<file path="src/rtl/logic_unit_arbiter.sv">
// Round-robin arbiter sharing one 32-bit bitwise logic unit between NREQ requesters,
// with a one-entry registered result stage (valid/ready) tagged by requester id.
module logic_unit_arbiter #(
    parameter int unsigned NREQ = 2,
    parameter int unsigned IDW  = 1
) (
    input  logic                 clk,
    input  logic                 rst,
    input  logic [NREQ-1:0]      req_valid,
    output logic [NREQ-1:0]      req_ready,
    input  logic [32*NREQ-1:0]   req_a,
    input  logic [32*NREQ-1:0]   req_b,
    input  logic [4*NREQ-1:0]    req_func,
    output logic                 res_valid,
    input  logic                 res_ready,
    output logic [31:0]          res_data,
    output logic [IDW-1:0]       res_id,
    output logic [7:0]           busy_cnt
);

    localparam int unsigned DW  = 32;
    localparam int unsigned FW  = 4;
    localparam int unsigned CW  = 8;
    localparam logic [CW-1:0] CNT_MAX = '1;

    logic            res_valid_q, res_valid_d;
    logic [DW-1:0]   res_data_q,  res_data_d;
    logic [IDW-1:0]  res_id_q,    res_id_d;
    logic [IDW-1:0]  rr_ptr_q,    rr_ptr_d;
    logic [CW-1:0]   busy_cnt_q,  busy_cnt_d;

    logic            slot_free;
    logic            gnt_found;
    logic            grant;
    logic [IDW-1:0]  gnt_idx;
    logic [IDW-1:0]  cand;
    logic [DW-1:0]   op_a;
    logic [DW-1:0]   op_b;
    logic [2:0]      op_sel;
    logic [DW-1:0]   op_res;

    // Bitwise logic unit; only func[3:1] selects the operation.
    function automatic logic [DW-1:0] logic_unit(input logic [DW-1:0] a,
                                                 input logic [DW-1:0] b,
                                                 input logic [2:0]    sel);
        logic [DW-1:0] r;
        unique case (sel)
            3'b000:  r = ~(a | b);
            3'b011:  r = a ^ b;
            3'b100:  r = a & b;
            3'b111:  r = a | b;
            default: r = a;
        endcase
        return r;
    endfunction

    // Round-robin search starting at rr_ptr; grant only when the result slot can take it.
    always_comb begin
        gnt_found = 1'b0;
        gnt_idx   = '0;
        cand      = '0;
        for (int unsigned k = 0; k < NREQ; k++) begin
            cand = IDW'((32'(rr_ptr_q) + k) % NREQ);
            if (!gnt_found && req_valid[cand]) begin
                gnt_found = 1'b1;
                gnt_idx   = cand;
            end
        end
    end

    assign slot_free = !res_valid_q || res_ready;
    assign grant     = !rst && slot_free && gnt_found;

    always_comb begin
        req_ready = '0;
        if (grant) begin
            req_ready[gnt_idx] = 1'b1;
        end
    end

    assign op_a   = req_a[32'(gnt_idx)*DW +: DW];
    assign op_b   = req_b[32'(gnt_idx)*DW +: DW];
    assign op_sel = req_func[32'(gnt_idx)*FW + 1 +: 3];
    assign op_res = logic_unit(op_a, op_b, op_sel);

    // Next state of the result stage, pointer and stall counter.
    always_comb begin
        res_valid_d = res_valid_q && !res_ready;
        res_data_d  = res_data_q;
        res_id_d    = res_id_q;
        rr_ptr_d    = rr_ptr_q;
        busy_cnt_d  = busy_cnt_q;
        if (grant) begin
            res_valid_d = 1'b1;
            res_data_d  = op_res;
            res_id_d    = gnt_idx;
            rr_ptr_d    = IDW'((32'(gnt_idx) + 32'd1) % NREQ);
        end
        if ((|req_valid) && !grant && (busy_cnt_q != CNT_MAX)) begin
            busy_cnt_d = busy_cnt_q + CW'(1);
        end
    end

    always_ff @(posedge clk) begin
        if (rst) begin
            res_valid_q <= 1'b0;
            res_data_q  <= '0;
            res_id_q    <= '0;
            rr_ptr_q    <= '0;
            busy_cnt_q  <= '0;
        end else begin
            res_valid_q <= res_valid_d;
            res_data_q  <= res_data_d;
            res_id_q    <= res_id_d;
            rr_ptr_q    <= rr_ptr_d;
            busy_cnt_q  <= busy_cnt_d;
        end
    end

    assign res_valid = res_valid_q;
    assign res_data  = res_data_q;
    assign res_id    = res_id_q;
    assign busy_cnt  = busy_cnt_q;

endmodule

</file>
<file path="config.mk">
export PLATFORM = sky130hd
export DESIGN_NAME = logic_unit_arbiter
export DESIGN_NICKNAME = d
export VERILOG_FILES = /design/src/rtl/logic_unit_arbiter.sv
export SDC_FILE = /design/constraint.sdc
export NUM_CORES = 1
export LEC_CHECK = 0
export BUFFER_PORTS_ARGS = -buffer_cell sky130_fd_sc_hd__buf_2
export CAP_MARGIN = 30
export CORE_UTILIZATION = 55
export CTS_CLUSTER_DIAMETER = 50
export CTS_CLUSTER_SIZE = 20
export DETAILED_ROUTE_END_ITERATION = 12
export PLACE_DENSITY = 0.95
export SYNTH_ARGS = -nofsm -noshare
export SYNTH_HDL_FRONTEND = slang
export SYNTH_SLANG_ARGS = --single-unit
export TNS_END_PERCENT = 1
</file>
<file path="constraint.sdc">
create_clock -name clk -period 4.6 [get_ports clk]
set_input_delay 0.46 -clock clk [delete_from_list [all_inputs] [get_ports clk]]
set_output_delay 0.46 -clock clk [all_outputs]
set_load 0.02 [all_outputs]
</file>
# [Word level (Yosys, flattened, before mapping)]
# Index checks and enable logic that the tools add are counted.
[op_classes] magnitude_cmp=4 shift=3 eq_ne=4 n_bitwise=4 reduce_logical=15 n_addsub=4 n_mux=13
[op_table] cell="32-bit case mux with 4 select lines" count=1
[op_table] cell="64-bit by 7-bit indexed part select with 32-bit output" count=2
[op_table] cell="32-bit bitwise AND" count=1
[op_table] cell="32-bit NOT" count=1
[op_table] cell="32-bit bitwise OR" count=1
[op_table] cell="32-bit XOR" count=1
[op_table] cell="1-bit 2-to-1 mux" count=10
[op_table] cell="8-bit by 1-bit adder with 8-bit output, second input constant" count=1
[op_table] cell="8-bit != test, second input constant" count=1
[op_table] cell="8-bit by 5-bit indexed part select with 3-bit output" count=1
[op_table] cell="1-bit logical AND" count=7
[op_table] cell="3-bit equality test, second input constant" count=2
[op_table] cell="1-bit by 2-bit less-than comparator with 1-bit output, second input constant" count=3
[op_table] cell="1-bit zero test" count=5
[op_table] cell="3-bit by 1-bit adder with 4-bit output, second input constant" count=1
[op_table] cell="3-bit by 2-bit equality test with 1-bit output, second input constant" count=1
[op_table] cell="3-bit zero test" count=1
[op_table] cell="1-bit adder, second input constant" count=2
[op_table] cell="2-bit 2-to-1 mux" count=1
[op_table] cell="2-bit OR reduction" count=1
[op_table] cell="1-bit demux with 1-bit select" count=1
[op_table] cell="1-bit >= comparator, second input constant" count=1
[op_table] cell="1-bit logical OR" count=1
[word_totals] regBits=43 wordCells=52

# [Depth between registers and ports, before layout]
# Gate-level depths: netlist of the first run.
[logic_depth] ltp_word=11 depth_mapped=14 ltp_nobuf=10

# [Worst setup path after synthesis of the first run]
# OpenSTA, ideal clock, no wires.
[synth_timing] path_kind="in2reg" from="input port req_valid[0]" to="register res_data_q[18] (netlist: res_data[18])" setup_time_ns=0.123 path_stages=14 setup_slack_ns=1.932 n_path_buf=4 arrival_time_ns=2.545 path_cell_list="nand2b_2 > buf_6 > nand2_2 > buf_4 > buf_4 > mux2i_1 > inv_1 > ha_1 > buf_2 > nand3b_1 > a22oi_1 > or2_2 > a2111oi_2 > o21ai_1"
[synth_between] elab_chain_cells=10 word_cells_on_any_way=24
[synth_lines] item="from (decl)" line_no="9" rtl="input logic [NREQ-1:0] req_valid,"
[synth_lines] item="1-bit 2-to-1 mux (implied by the code) (2 in a row)" line_no="64" rtl="if (!gnt_found && req_valid[cand]) begin"
[synth_lines] item="1-bit 2-to-1 mux" line_no="64"
[synth_lines] item="1-bit zero test" line_no="64"
[synth_lines] item="1-bit logical AND" line_no="64"
[synth_lines] item="1-bit 2-to-1 mux" line_no="64"
[synth_lines] item="3-bit by 1-bit adder with 4-bit output (tied with other cells)" line_no="83" rtl="assign op_sel = req_func[32'(gnt_idx)*FW + 1 +: 3];"
[synth_lines] item="8-bit by 5-bit indexed part select with 3-bit output or 32-bit bitwise OR (tied branches)" line_no="83, 48, 51"
[synth_lines] item="3-bit equality test (tied with other cells)" line_no="47" rtl="unique case (sel)"
[synth_lines] item="32-bit case mux with 4 select lines" line_no="47"
[synth_lines] item="to (signal assigned)" line_no="113" rtl="res_data_q <= res_data_d;"
[synth_lines] item="to (decl)" line_no="27" rtl="logic [DW-1:0] res_data_q, res_data_d;"
# Several ways; a longest one is shown, not always the timed one. The select of a mux whose other input is x is not followed.
# A chain may end at the register's enable or synchronous reset.

# [Worst setup path after layout of the first run]
[layout_timing] from="register rr_ptr_q" to="register res_data_q[16] (netlist: res_data[16])"
[layout_between] elab_chain_cells=10 word_cells_on_any_way=25
[layout_lines] item="from (decl)" line_no="29" rtl="logic [IDW-1:0] rr_ptr_q, rr_ptr_d;"
[layout_lines] item="from (signal assigned)" line_no="115" rtl="rr_ptr_q <= rr_ptr_d;"
[layout_lines] item="1-bit 2-to-1 mux (implied by the code) (2 in a row)" line_no="64"
[layout_lines] item="1-bit 2-to-1 mux" line_no="64"
[layout_lines] item="1-bit zero test" line_no="64"
[layout_lines] item="1-bit logical AND" line_no="64"
[layout_lines] item="1-bit 2-to-1 mux" line_no="64"
[layout_lines] item="3-bit by 1-bit adder with 4-bit output (tied with other cells)" line_no="83"
[layout_lines] item="8-bit by 5-bit indexed part select with 3-bit output or 32-bit bitwise OR (tied branches)" line_no="83, 48, 51"
[layout_lines] item="3-bit equality test (tied with other cells)" line_no="47"
[layout_lines] item="32-bit case mux with 4 select lines" line_no="47"
# Several ways; a longest one is shown, not always the timed one. The select of a mux whose other input is x is not followed.

==> results.toml, run 1 <==
[synthesis]
yosys_warnings = 0
synth-seq-cells = 43
ys.flop_type = "dfxtp_1"
async_flop_share_pct = 0
synth_edf_count = 0
mappedNetlistNets = 797
syn_area_sq_mm = 0.004938
synth_area_leaders = "dfxtp_1 17%, ha_1 17%, mux2i_1 10%"
syn_inst = 589
syn_area_per_cell_sq_um = 8.385
ys_types = 54
yosysTopAreaCell = "dfxtp_1"
yosysSeqAreaShare_pct = 17.43
yosysTopAreaCellShare_pct = 17.43

[power_and_ir_drop]
peakVddDrop_mv = 0.1301
p_per_area_mw_per_mm2 = 242.1
p_leak_nw = 3.151

[cts]
htreeDepth = 2
cts_buffers = 5
cts.clk_slew.worst_paths_ns = 0.10
cts_setup_buffers = 0
cts_tree = "yes"
ctsHoldBuffers = 0
ctsRootBufferMaster = "clkbuf_8"
clock_path_buffers = 2
clock_sinks = 43
cts.repair.resized = 0
insertion_delay_ns = 0.31

[detailed_routing]
vias = 5177
via_per_inst = 6.141
detail_route.iter0.violations = 268
post-route-drc-count = 0
drtPass1Iterations = 6
wirelength_um = 14470
wire_per_inst_um = 17.17
postRouteAntennaNets = 0

[setup_path]
cp.required_ns = 4.80
worst_setup_path_start_kind = "register"
startpoint = "rr_ptr_q"
worst-path-buf-inv = 2
critPathSlowestCell = "inv_1"
r2r-start = "rr_ptr_q"
crit_top_cell = "inv_1"
slowest_delay_ns = 0.68
cp.arrival_ns = 3.52
crit_family = "buffers and inverters"
crit_chain = "nand2b_2 > nand2_4 > mux2_2 > inv_1 > ha_1 > inv_1 > o221ai_1 > nand3_1"
critPathCaptureType = "register"
crit_fanout = 30
critPathKind = "reg -> reg"

[global_route]
grt_usage_pct = 30.13
grt_pass1_wl_um = 23530
grt_overflow = 0
antenna_found_initial = 1
grt_pass1_vias = 5164
grt_max_degree = 68

[min_path]
holdCritStartpoint = "res_data[29]"
hold_path.class = "reg -> reg"

[place]
portBuffers = 182
gp_congestion = 0.8384
hpwl_um = 10440
placed_area_sq_mm = 0.005731

[die]
die_x_um = 96.76
ioPinCount = 185
coreArea_sq_mm = 0.008721
dieArea_sq_mm = 0.009362
rows = 34
start_util_pct = 56.63
die_h_um = 96.76

[sta]
finalSetupTns_ns = 0
setup_viol = 0
relSlewSlack_pct = 36.13
rsz0062_at_grt = "false"
period_minus_slack_ns = 3.323
timing.hold.ws_ns = 0.4581
tightest_slew_ns = 0.9570
finalHoldViolCount = 0
slew_viol_final = 0
final.setup_skew_ns = 0.005344
period_share_pct = 72.24
max_freq_ghz = 0.3009

[flow_run]
cap_violations = 0

[final_layout]
drive_above_1_share_pct = 33.38
final_area_sq_mm = 0.005866
syn2layout_area_growth_pct = 18.77
nets = 941

[outcome]
status = "complete, no violations"
## final timing paths
kind	endpoint	slack, ns	cells after the start
hold / removal	res_data[29]	0.46	2
setup / recovery	res_data[16]	1.28	8
setup reg to reg	res_data[16]	1.28	8
hold reg to reg	res_data[29]	0.46	2
## where the power goes
group          switching [mW]  internal [mW]  total [mW]
sequential             0.0294          0.424       0.453
combinational           0.389          0.260       0.649
clock                   0.156          0.162       0.318
total                   0.574          0.846        1.42
## metrics by stage
step	utilization, %	power (mW)	std cells	setup WS [ns]
after global routing	67.26	1.500	843	1.091
after detailed placement	65.71	1.100	833	1.116
after CTS	67.00	1.415	841	1.319
after global placement	65.71	1.059	833	1.205
final	67.26	1.420	843	1.277
after floorplan	-	0.9046	589	1.932
## registers in the layout, summed over array words and instances (netlist names)
signal,flops
rr_ptr_q,1
res_valid,1
busy_cnt,8
res_id,1
res_data,32
## cell usage after synthesis (all sizes together), types with 2 or more instances
| cell | instances |
|---|---|
| xnor2 | 7 |
| a41o | 15 |
| and2 | 3 |
| nand3b | 4 |
| clkbuf | 21 |
| mux2i | 50 |
| a211oi | 16 |
| nor3 | 6 |
| ha | 67 |
| nand3 | 20 |
| nor2b | 16 |
| buf | 30 |
| o21ai | 5 |
| a31oi | 15 |
| nor4 | 3 |
| nor2 | 16 |
| o22ai | 16 |
| mux2 | 16 |
| and3 | 31 |
| a22oi | 15 |
| nand4 | 2 |
| dfxtp | 43 |
| inv | 69 |
| nand2 | 25 |
| o221ai | 30 |
| a21oi | 21 |
| a21boi | 17 |
## worst reg2reg max path, delay by kind of cell (launching register included)
kind	cells	cell delay [ns]
AO/OA/AOI/OAI	1	0.42
adder cells (fa/ha/maj)	1	0.66
buffers and inverters	2	0.74
flip-flops	1	0.32
multiplexers	1	0.36
AND/OR/NAND/NOR	3	0.71
## routing by layer
| layer | track usage [%] | wire, um | up-vias |
|---|---|---|---|
| li1 | - | - | 2439 |
| met1 | 34.57 | 5736 | 2441 |
| met2 | 54.55 | 7331 | 261 |
| met3 | 5.058 | 1052 | 36 |
| met4 | 13.09 | 353 | 0 |
| met5 | 0 | 0 | - |
## layout by cell type, fill, tap and decap left out, drive strengths merged, types with 20 or more instances in the layout
cell type	synthesis	routed
mux2i	50	50
o221ai	30	30
buf	30	188
a21oi	21	21
and3	31	31
inv	69	69
ha	67	67
nand2	25	25
nand3	20	20
dfxtp	43	43
## final cells by class
class	count	area, sq um
sequential	43	860.8
timing repair buffer	188	968.4
fill	734	2855
inverter	69	259.0
antenna	1	2.502
clock inverter	3	43.79
multi-input combinational	426	3527
clock buffer	5	68.82
tap	108	135.1
## logic make-up (layout without fill, tap and decap cells)
kind of cell | count (synthesis) | after routing | share of synthesized area, %
compound gates | 155 | 155 | 24.55
xor+xnor | 7 | 7 | 1.241
fa+ha+maj | 67 | 67 | 16.97
buf+inv | 120 | 265 | 11.25
flops | 43 | 43 | 17.43
mux | 66 | 66 | 13.78
other cells | 0 | 1 | 0
simple gates | 131 | 131 | 14.77
Note: power is estimated with default switching activity, not from simulation.
==> run 2, diff against run 1 <==
--- a/config.mk
+++ b/config.mk
@@ -7,11 +7,11 @@
 export LEC_CHECK = 0
 export BUFFER_PORTS_ARGS = -buffer_cell sky130_fd_sc_hd__buf_2
 export CAP_MARGIN = 30
-export CORE_UTILIZATION = 55
+export CORE_UTILIZATION = 51
 export CTS_CLUSTER_DIAMETER = 50
 export CTS_CLUSTER_SIZE = 20
 export DETAILED_ROUTE_END_ITERATION = 12
-export PLACE_DENSITY = 0.95
+export PLACE_DENSITY = 0.91
 export SYNTH_ARGS = -nofsm -noshare
 export SYNTH_HDL_FRONTEND = slang
 export SYNTH_SLANG_ARGS = --single-unit
==> constraint.sdc (replaced) <==
create_clock -name clk -period 3.2 [get_ports clk]
set_input_delay 0.32 -clock clk [delete_from_list [all_inputs] [get_ports clk]]
set_output_delay 0.32 -clock clk [all_outputs]
set_load 0.02 [all_outputs]
==> results.toml, run 2 (synthesis results as in run 1) <==
[outcome]
status = "complete, no violations"

[sta]
rsz0062_at_grt = "false"
period_minus_slack_ns = 2.662
period_share_pct = 83.19
relSlewSlack_pct = 46.09
tightest_slew_ns = 0.8078
final.setup_skew_ns = 0.01263
setup_slack_ns = 0.5378
max_freq_ghz = 0.3756
setup_viol = 0
slew_viol_final = 0
finalHoldViolCount = 0
finalSetupTns_ns = 0

[setup_path]
r2r-start = "rr_ptr_q"
critPathCaptureType = "register"
critPathKind = "reg -> reg"
critPathSlowestCell = "nand2_1"
cp.arrival_ns = 2.82
startpoint = "rr_ptr_q"
cp.required_ns = 3.36
worst_setup_path_start_kind = "register"
crit_family = "simple AND/OR/NAND/NOR gates"
slowest_delay_ns = 0.49
crit_chain = "nand2b_2 > nand2_4 > mux2_2 > inv_1 > ha_2 > nand2_1 > o22ai_1 > a31oi_1"
r2r_slack_ns = 0.54
crit_fanout = 22
worst-path-buf-inv = 1

[detailed_routing]
wire_per_inst_um = 17.08
vias = 5241
drtPass1Iterations = 4
via_per_inst = 6.038
postRouteAntennaNets = 0
wirelength_um = 14830
detail_route.iter0.violations = 300
post-route-drc-count = 0

[global_route]
use_met3_pct = 4.318
grt_pass1_wl_um = 23320
antenna_found_initial = 0
grt_pass1_vias = 5124
met2_usage_pct = 52.53
grtUsageMet1_pct = 33.59
grt-busiest-layer = "met2"
grt_max_degree = 67
grt_overflow = 0
grt_usage_pct = 28.73

[final_layout]
seq_area_sq_um = 860.8
nets = 946
drive_above_1_share_pct = 33.96
syn2layout_area_growth_pct = 19.86
fillers = 802
final_area_sq_mm = 0.005919
largest_register_ffs = 32
final_cell_mix = "182 x buf_2, 66 x ha_1, 59 x inv_1, 50 x mux2i_1, 43 x dfxtp_1"
stdcell_count = 868
antenna_cells = 0
multi_input_area_sq_mm = 0.003530
layout_commonest_cell = "buf_2"

[place]
hpwl_um = 10850
placed_cells = 860
portBuffers = 182
placed_area_sq_mm = 0.005802
gp_congestion = 0.8262
place_ws_ns = 0.1562

[power_and_ir_drop]
p_leak_nw = 3.165
p_per_area_mw_per_mm2 = 347.4
peakVddDrop_mv = 0.2239

[cts]
cts_buffers = 5
clock_path_buffers = 2
htreeDepth = 2
cts_setup_buffers = 0
cts_tree = "yes"
ctsRootBufferMaster = "clkbuf_8"
insertion_delay_ns = 0.31
clock_sinks = 43
cts.clk_slew.worst_paths_ns = 0.10

[min_path]
holdCritStartpoint = "req_valid[0]"
hold_path.class = "in -> reg"

[die]
die_x_um = 100.4
start_util_pct = 52.94
dieArea_sq_mm = 0.01008
die_h_um = 100.4
coreArea_sq_mm = 0.009328
ioPinCount = 185
rows = 35

[flow_run]
cap_violations = 0
[run 2: through the flow]
step                util, %  total power [mW]  hold slack, ns
floorplan                 -             1.300          0.4472
global placement      62.20             1.536          0.4350
detailed placement    62.20             1.596          0.4350
CTS                   63.43             2.050          0.3332
global route          63.46             2.173          0.3508
finish                63.46             2.057          0.3342
[run 2: layout make-up]
type / instances / share of cell area (%)
Timing Repair Buffer: 193 / 16.78
Clock buffer: 5 / 1.163
Multi-Input combinational cell: 426 / 59.63
Inverter: 69 / 4.375
Tap cell: 129 / 2.727
Clock inverter: 3 / 0.7821
Sequential cell: 43 / 14.54
[run 2: worst min-delay path, stage by stage]
cell and delay, ns:
buf_2 0.14, nor3_1 0.07, nor2_1 0.09
[run 2: worst paths after layout]
path                                endpoint  cells after the start
worst max-delay path             res_data[0]                      8
worst max register to register   res_data[0]                      8
worst min register to register  res_data[25]                      2
worst min-delay path               res_valid                      3
[run 2: power by group]
part | switching [mW] | leakage (nW) | total, mW | internal (mW)
Sequential | 0.0448 | 0.356 | 0.654 | 0.609
Combinational | 0.562 | 2.75 | 0.943 | 0.381
Clock | 0.224 | 0.0548 | 0.459 | 0.236
Total | 0.831 | 3.16 | 2.06 | 1.23
[run 2: what timing repair did]
| item | 4_1_cts | 5_1_grt |
|---|---|---|
| hold buffers | 0 | 0 |
| endpoints found under the setup margin | 0 | 6 |
| resized for setup | 0 | 1 |
[run 2: per-layer routing]
layer	wire [um]	up-vias
met1	5935	2499
met2	7513	274
met5	0	-
met3	1119	26
li1	-	2442
met4	258	0
